==> src/rtl/lsu_pkg.sv <==
// rtl/lsu_pkg.sv - shared width, access-size encodings and FSM state type for the LSU
package lsu_pkg;

    localparam int XLEN = 64;

    // Access size encodings as carried on in_size
    localparam logic [1:0] SZ_B = 2'd0;
    localparam logic [1:0] SZ_H = 2'd1;
    localparam logic [1:0] SZ_W = 2'd2;
    localparam logic [1:0] SZ_D = 2'd3;

    typedef enum logic [1:0] {
        IDLE = 2'd0,
        WAIT = 2'd1,
        RESP = 2'd2
    } state_t;

endpackage

==> src/rtl/lsu_align.sv <==
// rtl/lsu_align.sv - combinational byte-lane alignment for LSU requests and load returns
// Request side: req_off/req_size/req_wdata -> req_mask, req_wdata_sh, req_misalign.
// Response side: rsp_off/rsp_size/rsp_unsigned/rsp_rdata -> rsp_data (shifted, truncated, extended).
module lsu_align #(
    parameter int XLEN = 64
) (
    input  logic [2:0]      req_off,
    input  logic [1:0]      req_size,
    input  logic [XLEN-1:0] req_wdata,
    output logic [7:0]      req_mask,
    output logic [XLEN-1:0] req_wdata_sh,
    output logic            req_misalign,
    input  logic [2:0]      rsp_off,
    input  logic [1:0]      rsp_size,
    input  logic            rsp_unsigned,
    input  logic [XLEN-1:0] rsp_rdata,
    output logic [XLEN-1:0] rsp_data
);
    import lsu_pkg::*;

    logic [7:0]      base_mask;
    logic [XLEN-1:0] rsp_sh;

    always_comb begin
        base_mask    = 8'hFF;
        req_misalign = 1'b0;
        case (req_size)
            SZ_B: begin
                base_mask = 8'h01;
            end
            SZ_H: begin
                base_mask    = 8'h03;
                req_misalign = req_off[0];
            end
            SZ_W: begin
                base_mask    = 8'h0F;
                req_misalign = |req_off[1:0];
            end
            default: begin
                base_mask    = 8'hFF;
                req_misalign = |req_off;
            end
        endcase
    end

    // Lanes shifted past bit 7 (or past XLEN for data) fall off; only aligned requests reach memory.
    assign req_mask     = base_mask << req_off;
    assign req_wdata_sh = req_wdata << {req_off, 3'b000};

    assign rsp_sh = rsp_rdata >> {rsp_off, 3'b000};

    always_comb begin
        rsp_data = rsp_sh;
        case (rsp_size)
            SZ_B:    rsp_data = {{(XLEN-8){~rsp_unsigned & rsp_sh[7]}}, rsp_sh[7:0]};
            SZ_H:    rsp_data = {{(XLEN-16){~rsp_unsigned & rsp_sh[15]}}, rsp_sh[15:0]};
            SZ_W:    rsp_data = {{(XLEN-32){~rsp_unsigned & rsp_sh[31]}}, rsp_sh[31:0]};
            default: rsp_data = rsp_sh;
        endcase
    end

endmodule

==> src/rtl/lsu.sv <==
// rtl/lsu.sv - single-outstanding load/store unit between EXU, WBU and a fixed-latency memory
// clk/rst: single clock, synchronous active-high reset.
// in_*: request from EXU (valid/ready), out_*: response to WBU (valid/ready).
// mem_*: doubleword-aligned memory port; mem_rdata is sampled MEM_LATENCY cycles after drive.
module lsu #(
    parameter int XLEN        = lsu_pkg::XLEN,
    parameter int MEM_LATENCY = 1
) (
    input  logic            clk,
    input  logic            rst,
    input  logic            in_valid,
    output logic            in_ready,
    input  logic            in_wen,
    input  logic [1:0]      in_size,
    input  logic            in_unsigned,
    input  logic [XLEN-1:0] in_addr,
    input  logic [XLEN-1:0] in_wdata,
    input  logic [4:0]      in_rd,
    output logic            out_valid,
    input  logic            out_ready,
    output logic [XLEN-1:0] out_rdata,
    output logic [4:0]      out_rd,
    output logic            out_misalign,
    output logic            mem_wen,
    output logic [XLEN-1:0] mem_raddr,
    input  logic [XLEN-1:0] mem_rdata,
    output logic [XLEN-1:0] mem_waddr,
    output logic [XLEN-1:0] mem_wdata,
    output logic [7:0]      mem_mask
);
    import lsu_pkg::*;

    localparam logic [3:0] LAT = 4'(MEM_LATENCY);

    state_t          state, state_nxt;
    logic [3:0]      cnt;
    logic [XLEN-1:0] addr_q;
    logic [1:0]      size_q;
    logic            unsigned_q;
    logic            wen_q;
    logic [7:0]      mask_q;
    logic [XLEN-1:0] wdata_q;
    logic            accept;
    logic [7:0]      req_mask;
    logic [XLEN-1:0] req_wdata_sh;
    logic            req_misalign;
    logic [XLEN-1:0] load_data;

    lsu_align #(.XLEN(XLEN)) u_align (
        .req_off      (in_addr[2:0]),
        .req_size     (in_size),
        .req_wdata    (in_wdata),
        .req_mask     (req_mask),
        .req_wdata_sh (req_wdata_sh),
        .req_misalign (req_misalign),
        .rsp_off      (addr_q[2:0]),
        .rsp_size     (size_q),
        .rsp_unsigned (unsigned_q),
        .rsp_rdata    (mem_rdata),
        .rsp_data     (load_data)
    );

    always_ff @(posedge clk) begin
        if (rst) begin
            state <= IDLE;
        end else begin
            state <= state_nxt;
        end
    end

    always_comb begin
        state_nxt = state;
        in_ready  = 1'b0;
        out_valid = 1'b0;
        mem_wen   = 1'b0;
        case (state)
            IDLE: begin
                in_ready = ~rst;
                if (in_valid && !rst) begin
                    state_nxt = req_misalign ? RESP : WAIT;
                end
            end
            WAIT: begin
                // Counter is loaded with LAT on entry, so this marks the first WAIT cycle.
                mem_wen = wen_q && (cnt == LAT);
                if (cnt == 4'd1) begin
                    state_nxt = RESP;
                end
            end
            RESP: begin
                // A response caught by reset is abandoned, so never present it during reset.
                out_valid = ~rst;
                if (out_ready) begin
                    state_nxt = IDLE;
                end
            end
            default: state_nxt = IDLE;
        endcase
    end

    assign accept = in_valid && in_ready;

    always_ff @(posedge clk) begin
        if (rst) begin
            cnt          <= '0;
            addr_q       <= '0;
            size_q       <= SZ_B;
            unsigned_q   <= 1'b0;
            wen_q        <= 1'b0;
            mask_q       <= '0;
            wdata_q      <= '0;
            out_rdata    <= '0;
            out_rd       <= '0;
            out_misalign <= 1'b0;
        end else if (accept) begin
            addr_q       <= in_addr;
            size_q       <= in_size;
            unsigned_q   <= in_unsigned;
            wen_q        <= in_wen;
            mask_q       <= req_mask;
            wdata_q      <= req_wdata_sh;
            cnt          <= req_misalign ? 4'd0 : LAT;
            out_rd       <= in_rd;
            out_rdata    <= '0;
            out_misalign <= req_misalign;
        end else if (state == WAIT) begin
            cnt <= cnt - 4'd1;
            if (cnt == 4'd1 && !wen_q) begin
                out_rdata <= load_data;
            end
        end
    end

    assign mem_raddr = {addr_q[XLEN-1:3], 3'b000};
    assign mem_waddr = {addr_q[XLEN-1:3], 3'b000};
    assign mem_wdata = wdata_q;
    assign mem_mask  = mask_q;

endmodule

==> config.mk <==
export PLATFORM = sky130hd
export DESIGN_NAME = lsu
export DESIGN_NICKNAME = d
export VERILOG_FILES = /design/src/rtl/lsu_pkg.sv /design/src/rtl/lsu_align.sv /design/src/rtl/lsu.sv
export SDC_FILE = /design/constraint.sdc
export NUM_CORES = 1
export LEC_CHECK = 0
export BUFFER_PORTS_ARGS = -buffer_cell sky130_fd_sc_hd__buf_4
export CORE_AREA = 2 2 187 189
export CTS_CLUSTER_DIAMETER = 30
export DETAILED_ROUTE_END_ITERATION = 10
export DIE_AREA = 0 0 189 191
export PLACE_DENSITY = 0.61
export SYNTH_ARGS = -nofsm -noshare
export SYNTH_HDL_FRONTEND = slang
export SYNTH_HIERARCHICAL = 1
export SYNTH_SLANG_ARGS = --single-unit
==> constraint.sdc <==
create_clock -name clk -period 2.2 [get_ports clk]
set_input_delay 0.11 -clock clk [delete_from_list [all_inputs] [get_ports clk]]
set_output_delay 0.11 -clock clk [all_outputs]
set_load 0.05 [all_outputs]
==> metrics.txt, run 1 <==
outcome finished, final reports clean; worst hold path startpoint in_addr[2]; initial antenna violation count 0; Max Clock Skew 0.0164 ns; Initial Utilization 36.6%; Max Root-Sink Buffers 3; Hold Path End mem_wdata[17]$_SDFFE_PP0P_; Pins Over Slew Limit 0; # resized after CTS 0; r2r worst-path depth 7; Die Area 0.0361 mm^2; DR pass1 iterations 5; number of max-cap violations 0; Lkg Pwr 7.98 nW; critical path arrival 2.52 ns; Routed wire per std cell approximately 22 um; antenna viol nets, final 0; largest cells by area after synthesis dfxtp_1 35%, a22o_1 10%, buf_4 8.2%, mux2i_1 7.0%, mux4_2 5.2%; die width between 150 and 200 um; Synth Area per Inst 9.35 um^2; Layout Cells excl Fill around 2300; CTS tree built; Yosys warning count 6; Slew HR 40.7%; fraction of layout instances using a drive strength above 1 40.8%; cell area after synthesis 0.0125 mm^2; CTS H-tree lvls 2; startpoint class of the critical path flop; Mapped Cells 1335; Root Buffer clkbuf_16; WP data required 2.65 ns; clock slew at reported path FFs 0.04 ns; DP Area ~0.015 mm^2; Final Hold Viols 0; Cells on Worst Hold Path 3; Post-layout nets 1957; Final Critical Period 2.06 ns; Final Power 17.3 mW; worst hold slack 0.0516 ns; FF-to-FF setup slack 0.14 ns; Ant. Diodes 0; Final period util roughly 94%; Clock Sinks 216; vias per inst 5.42; initial detailed-routing violation count 1116; Synth cell types a little under 60; number of global-route vias before repair 12000; Port Buffer Count around 470; sequential cell area fraction in the yosys report roughly a third; worst r2r dst out_rdata[20]$_SDFFE_PP0P_; ys flop type dfxtp_1; WL final 48500 um; first-pass GRT wire length 71300 um; Critical Path Fanout Max 13; RD Place Congestion 0.964; Core Box Area 0.0341 mm^2; top cells by count, synth 216 x dfxtp_1, 146 x a22o_1, 137 x buf_4; most area-hungry cell type in the Yosys netlist dfxtp_1; VDD IR max roughly 0.00074 V; PwrDens 937 mW/mm^2; cell count after placement 2054; crit path kind flop to flop; DIE HEIGHT 191 um; grt ovf 0; RSZ-0062 raised after global routing no; f_max 485 MHz; GR Util All Layers about 26%; CP endpoint kind flop; num rows between 60 and 70; worst min-delay path class input port to flop; pin count of the biggest net entering global routing 109; detailed placement HPWL ~34000 um; CTS Buf Count 56; Total Neg Setup Slack 0 ns; DR vias 12200; io pins 478; fill count 3081; Critical R2R Launch addr_q[1]$_SDFFE_PP0P_; Skew-Pair Late Insertion Delay 0.58 ns; count leader, synth dfxtp_1; Layout area overhead 48.1%; worst slew pin tran just under 0.9 ns; EDFF count, synth 0; Residual DRC 0; post-route cell area approximately 0.018 mm^2; #FFs+latches synth 216; share of the synthesized area in the top cell type approximately a third; Setup Viol. Count Final 0; Post-synth ARST share 0%
## metal layers
layer	track usage (%)	part of all wire, %
met1	30.5	39
met5	0	0
met4	11.3	4.0
met2	42.8	48
met3	7.23	8.7
## worst max path at each step
stage                                  to                    from  cells past startpoint
2_1_floorplan                   out_valid   state[1]$_SDFFE_PP0P_                      2
3_3_place_gp   out_rdata[20]$_SDFFE_PP0P_  addr_q[1]$_SDFFE_PP0P_                      7
3_5_place_dp   out_rdata[20]$_SDFFE_PP0P_  addr_q[1]$_SDFFE_PP0P_                      7
4_1_cts             state[1]$_SDFFE_PP0P_              in_size[0]                      7
5_1_grt        out_rdata[20]$_SDFFE_PP0P_  addr_q[1]$_SDFFE_PP0P_                      7
6_report       out_rdata[20]$_SDFFE_PP0P_  addr_q[1]$_SDFFE_PP0P_                      7
## critical path, cell delays in order, from the launching register on
cell       delay (ns)
dfxtp_2          0.49
nor2b_2          0.09
a2111oi_4        0.38
nand4bb_4        0.34
buf_4            0.26
o2111ai_1        0.18
nand3_1          0.12
a21oi_1          0.06
## where the power goes
group | internal, mW | total, mW | switching, mW
registers | 4.12 | 4.31 | 0.186
logic | 1.42 | 3.71 | 2.29
clock network | 6.68 | 9.30 | 2.62
## timing repair
item                                   4_1_cts  5_1_grt
endpoints found under the hold margin      103        0
buffers inserted                             0        0
hold buffers                                93        0
## layout make-up
cell class / instances / area [um^2] / share of cell area [%]
clock inverter: 31 / 547 / 2.96
inverter: 6 / 22.5 / 0.122
multi-input combinational: 855 / 6390 / 34.6
timing repair buffer: 615 / 5000 / 27.1
tap: 455 / 569 / 3.08
clock buffer: 75 / 1620 / 8.79
sequential: 216 / 4330 / 23.4
## layout by cell type, fill, tap and decap left out, types with 9 or more instances in the layout
cell,count
bufinv_16,13
buf_12,12
mux2i_1,87
o21ai_0,88
o32ai_1,9
dfxtp_1,214
mux2_2,32
a21oi_1,102
a22o_1,146
clkbuf_8,13
o2111ai_1,16
nand3_1,74
clkbuf_16,57
and2_1,10
nor2_1,89
dlygate4sd3_1,93
mux4_2,29
nand2_1,53
buf_4,510
o2bb2ai_1,9
nand4_2,23
## registers in the layout (all words and copies together), names as in the netlist, 2 cells and up
name / count
addr_q: 64
mem_wdata: 64
out_rdata: 64
mem_mask: 8
out_rd: 5
cnt: 4
size_q: 2
state: 2
## through the flow
stage	util (%)	setup WS, ns
final	54.2	0.137
after global routing	54.2	0.0358
after CTS	54.2	0.121
after detailed placement	45.1	0.157
after global placement	45.1	0.208
after floorplan	-	0.420
## kinds of logic (layout without fill, tap and decap cells)
logic type      count (synthesis)  in the layout  share of synthesized area [%]
fa+ha+maj                       2              2                          0.201
other cells                     1              6                         0.0301
flops                         216            216                           34.7
compound gates                397            397                           22.0
xor+xnor                        2              2                          0.140
mux                           149            149                           15.2
buf+inv                       269            727                           14.4
simple gates                  299            299                           13.3
Power figures use the tool's default switching activity.
==> run 2, diff against run 1 <==
Settings changed: CAP_MARGIN from default to 20, CORE_AREA 2 2 187 189 to 2 2 185 187, DIE_AREA 0 0 189 191 to 0 0 187 189, PLACE_DENSITY 0.61 to 0.58, SYNTH_HIERARCHICAL 1 to default.
==> metrics.txt, run 2 <==
outcome finished, final reports clean; most frequent cells in the layout 507 x buf_4, 214 x dfxtp_1, 111 x dlygate4sd3_1; most area-hungry cell type in the Yosys netlist dfxtp_1; Layout area overhead 56.0%; Final Power 17.6 mW (+1.6%); clock slew at reported path FFs 0.05 ns (about the same); initial antenna violation count 1 (+1); Residual DRC 0 (unchanged); Synth cell types 63 (+6.8%); Routed wire per std cell 20.5 um (-4.6%); worst hold path startpoint in_wdata[34]; die width 187 um (-1.1%); f_max 472 MHz (-2.6%); PwrDens 997 mW/mm^2 (+6.4%); Total Neg Setup Slack 0 ns (unchanged); Post-synth ARST share 0% (unchanged); initial detailed-routing violation count 849 (-24%); Lkg Pwr 7.83 nW (-1.9%); CTS tree built; Cell Chain, Critical Path buf_6, mux2i_1, mux4_2, nor3_4, nor4_4, buf_4, clkbuf_16, a21oi_1; num rows 67 (-1.5%); Critical Path Fanout Max 16 (+3); cell area after synthesis 0.0113 mm^2 (-9.3%); Mapped Cells 1231 (-7.8%); final worst slack 0.0814 ns (-0.0559 ns); fraction of layout instances using a drive strength above 1 40.6% (-0.25 points); critical path arrival 2.62 ns (+0.10 ns); number of max-cap violations 0 (unchanged); vias per inst 5.22 (-3.7%); multi-input logic area 0.00556 mm^2 (-13%); CTS Buf Count 55 (-1.8%); Die Area 0.0353 mm^2 (-2.1%); Clock Sinks 216 (unchanged); startpoint class of the critical path flop; Root Buffer clkbuf_16; fill count 2963 (-3.8%); top cells by count, synth 216 x dfxtp_1, 129 x buf_4, 95 x mux2i_1; Skew-Pair Late Insertion Delay 0.57 ns (about the same); WP data required 2.70 ns (+0.05 ns); Yosys warning count 0 (-6); CP endpoint kind flop; Final Hold Viols 0 (unchanged); Core Box Area 0.0333 mm^2 (-2.5%); detailed placement HPWL 32200 um (-6.0%); EDFF count, synth 0 (unchanged); r2r worst-path depth 8 (+1); VDD IR max 0.000753 V (+2.2%); CTS H-tree lvls 2 (unchanged); count leader, synth dfxtp_1; Cells on Worst Hold Path 5 (+2); Max Root-Sink Buffers 3 (unchanged); Post-layout nets 1892 (-3.3%); pin count of the biggest net entering global routing 68 (-38%); Final Critical Period 2.12 ns (+0.0559 ns); DR pass1 iterations 5 (unchanged); Hold Path End mem_wdata[50]$_SDFFE_PP0P_; grt ovf 0 (unchanged); sequential cell area fraction in the yosys report 38.2% (+3.6 points); Setup Viol. Count Final 0 (unchanged); Synth Area per Inst 9.19 um^2 (-1.7%); CP Launch Point addr_q[1]$_SDFFE_PP0P_; Initial Utilization 34.0% (-2.6 points); worst min-delay path class input port to flop; Max Clock Skew 0.0260 ns (+0.00961 ns); share of the synthesized area in the top cell type 38.2% (+3.6 points); Largest stage delay, worst path 0.54 ns (+0.05 ns); DR vias 11400 (-6.8%); GR Util All Layers 23.9% (-1.7 points); ys flop type dfxtp_1; crit path kind flop to flop; Reg area 0.00433 mm^2 (unchanged); first-pass GRT wire length 66400 um (-6.8%); Port Buffer Count 471 (unchanged); antenna viol nets, final 0 (unchanged); WL final 44800 um (-7.7%); largest cells by area after synthesis dfxtp_1 38%, buf_4 8.6%, mux2i_1 8.4%, a22o_1 6.7%, o21ai_0 3.6%; #FFs+latches synth 216 (unchanged); io pins 478 (unchanged); number of global-route vias before repair 11200 (-6.5%); worst r2r dst out_rdata[34]$_SDFFE_PP0P_; RD Place Congestion 0.982 (+1.9%); Final period util 96.3% (+2.5 points); commonest non-fill, non-tap cell in the layout buf_4; FF-to-FF setup slack 0.08 ns (-0.06 ns); DIE HEIGHT 189 um (-1.0%); worst slew pin tran 1.10 ns (+0.217 ns); DP Worst Slack 0.124 ns (-0.0325 ns); Pins Over Slew Limit 0 (unchanged); CP max-delay cell mux4_2; RSZ-0062 raised after global routing no; Critical R2R Launch addr_q[1]$_SDFFE_PP0P_; Slew HR 26.7% (-14 points)
[run 2: cell types whose count changed after synthesis, sizes merged, moves of 22 or more]
cell | before | now
nand3 | 82 | 5
a22o | 146 | 86
nand2 | 53 | 94
buf | 210 | 170
nand4 | 25 | 0
nor2 | 91 | 69
[run 2: worst max-delay path, delay by kind of cell (launching register included)]
kind | cells | cell delay (ns)
compound gates | 1 | 0.14
buf+inv | 3 | 0.52
simple gates | 2 | 0.34
flops | 1 | 0.36
mux | 2 | 0.68
[run 2: worst max path at each step]
| stage | to | cells after the start |
|---|---|---|
| 6_report | out_rdata[34]$_SDFFE_PP0P_ | 8 |
| 5_1_grt | out_rdata[62]$_SDFFE_PP0P_ | 8 |
| 4_1_cts | out_rdata[12]$_SDFFE_PP0P_ | 6 |
| 3_5_place_dp | out_rdata[49]$_SDFFE_PP0P_ | 7 |
| 3_3_place_gp | out_rdata[62]$_SDFFE_PP0P_ | 6 |
| 2_1_floorplan | out_rdata[52]$_SDFFE_PP0P_ | 7 |
[run 2: report_power, final]
part	leakage, nW	internal, mW	switching [mW]	total, mW
registers	1.76	4.26	0.271	4.53
clock network	0.938	5.71	2.64	8.35
logic	5.13	1.70	3.02	4.71
[run 2: metal layers]
metal / up-vias / routed length [um] / track usage (%)
met5: - / 0 / 0
met4: 0 / 2360 / 13.1
met3: 119 / 3890 / 6.88
met2: 558 / 20400 / 38.0
met1: 5369 / 18100 / 29.1
li1: 5330 / - / -
[run 2: metrics by stage]
stage          hold slack, ns  util [%]  cell area (um^2)  instances
6_report               0.0232      53.0             17600       2179
5_1_grt                0.0237      53.0             17600       2179
4_1_cts              0.000382      52.8             17600       2174
3_5_place_dp            0.323      43.6             14500       1961
3_3_place_gp            0.320      43.6             14500       1961
2_1_floorplan           0.236         -             11300       1236
[run 2: final cells by class]
type | count | share of cell area, %
diodes | 1 | 0.0142
clock buffers | 63 | 8.25
clock inverters | 39 | 2.91
inverters | 8 | 0.170
multi-input cells | 772 | 31.5
flip-flops and latches | 216 | 24.5
well taps | 448 | 3.18
repair buffers | 632 | 29.4
[run 2: logic make-up (layout without fill, tap and decap cells)]
logic type	count (synthesis)	after routing	share of synthesized area, %
buf+inv	248	742	13.1
simple gates	220	220	8.88
mux	137	137	13.8
xor+xnor	3	3	0.232
compound gates	404	404	25.5
flops	216	216	38.2
fa+ha+maj	2	2	0.221
other cells	1	7	0.0332
[run 2: what timing repair did]
action                     in CTS  in global routing
setup buffers                   0                  3
gates resized for setup         0                  3
hold buffers                  111                  0
setup endpoints to repair       0                 16
hold endpoints to repair      133                  0
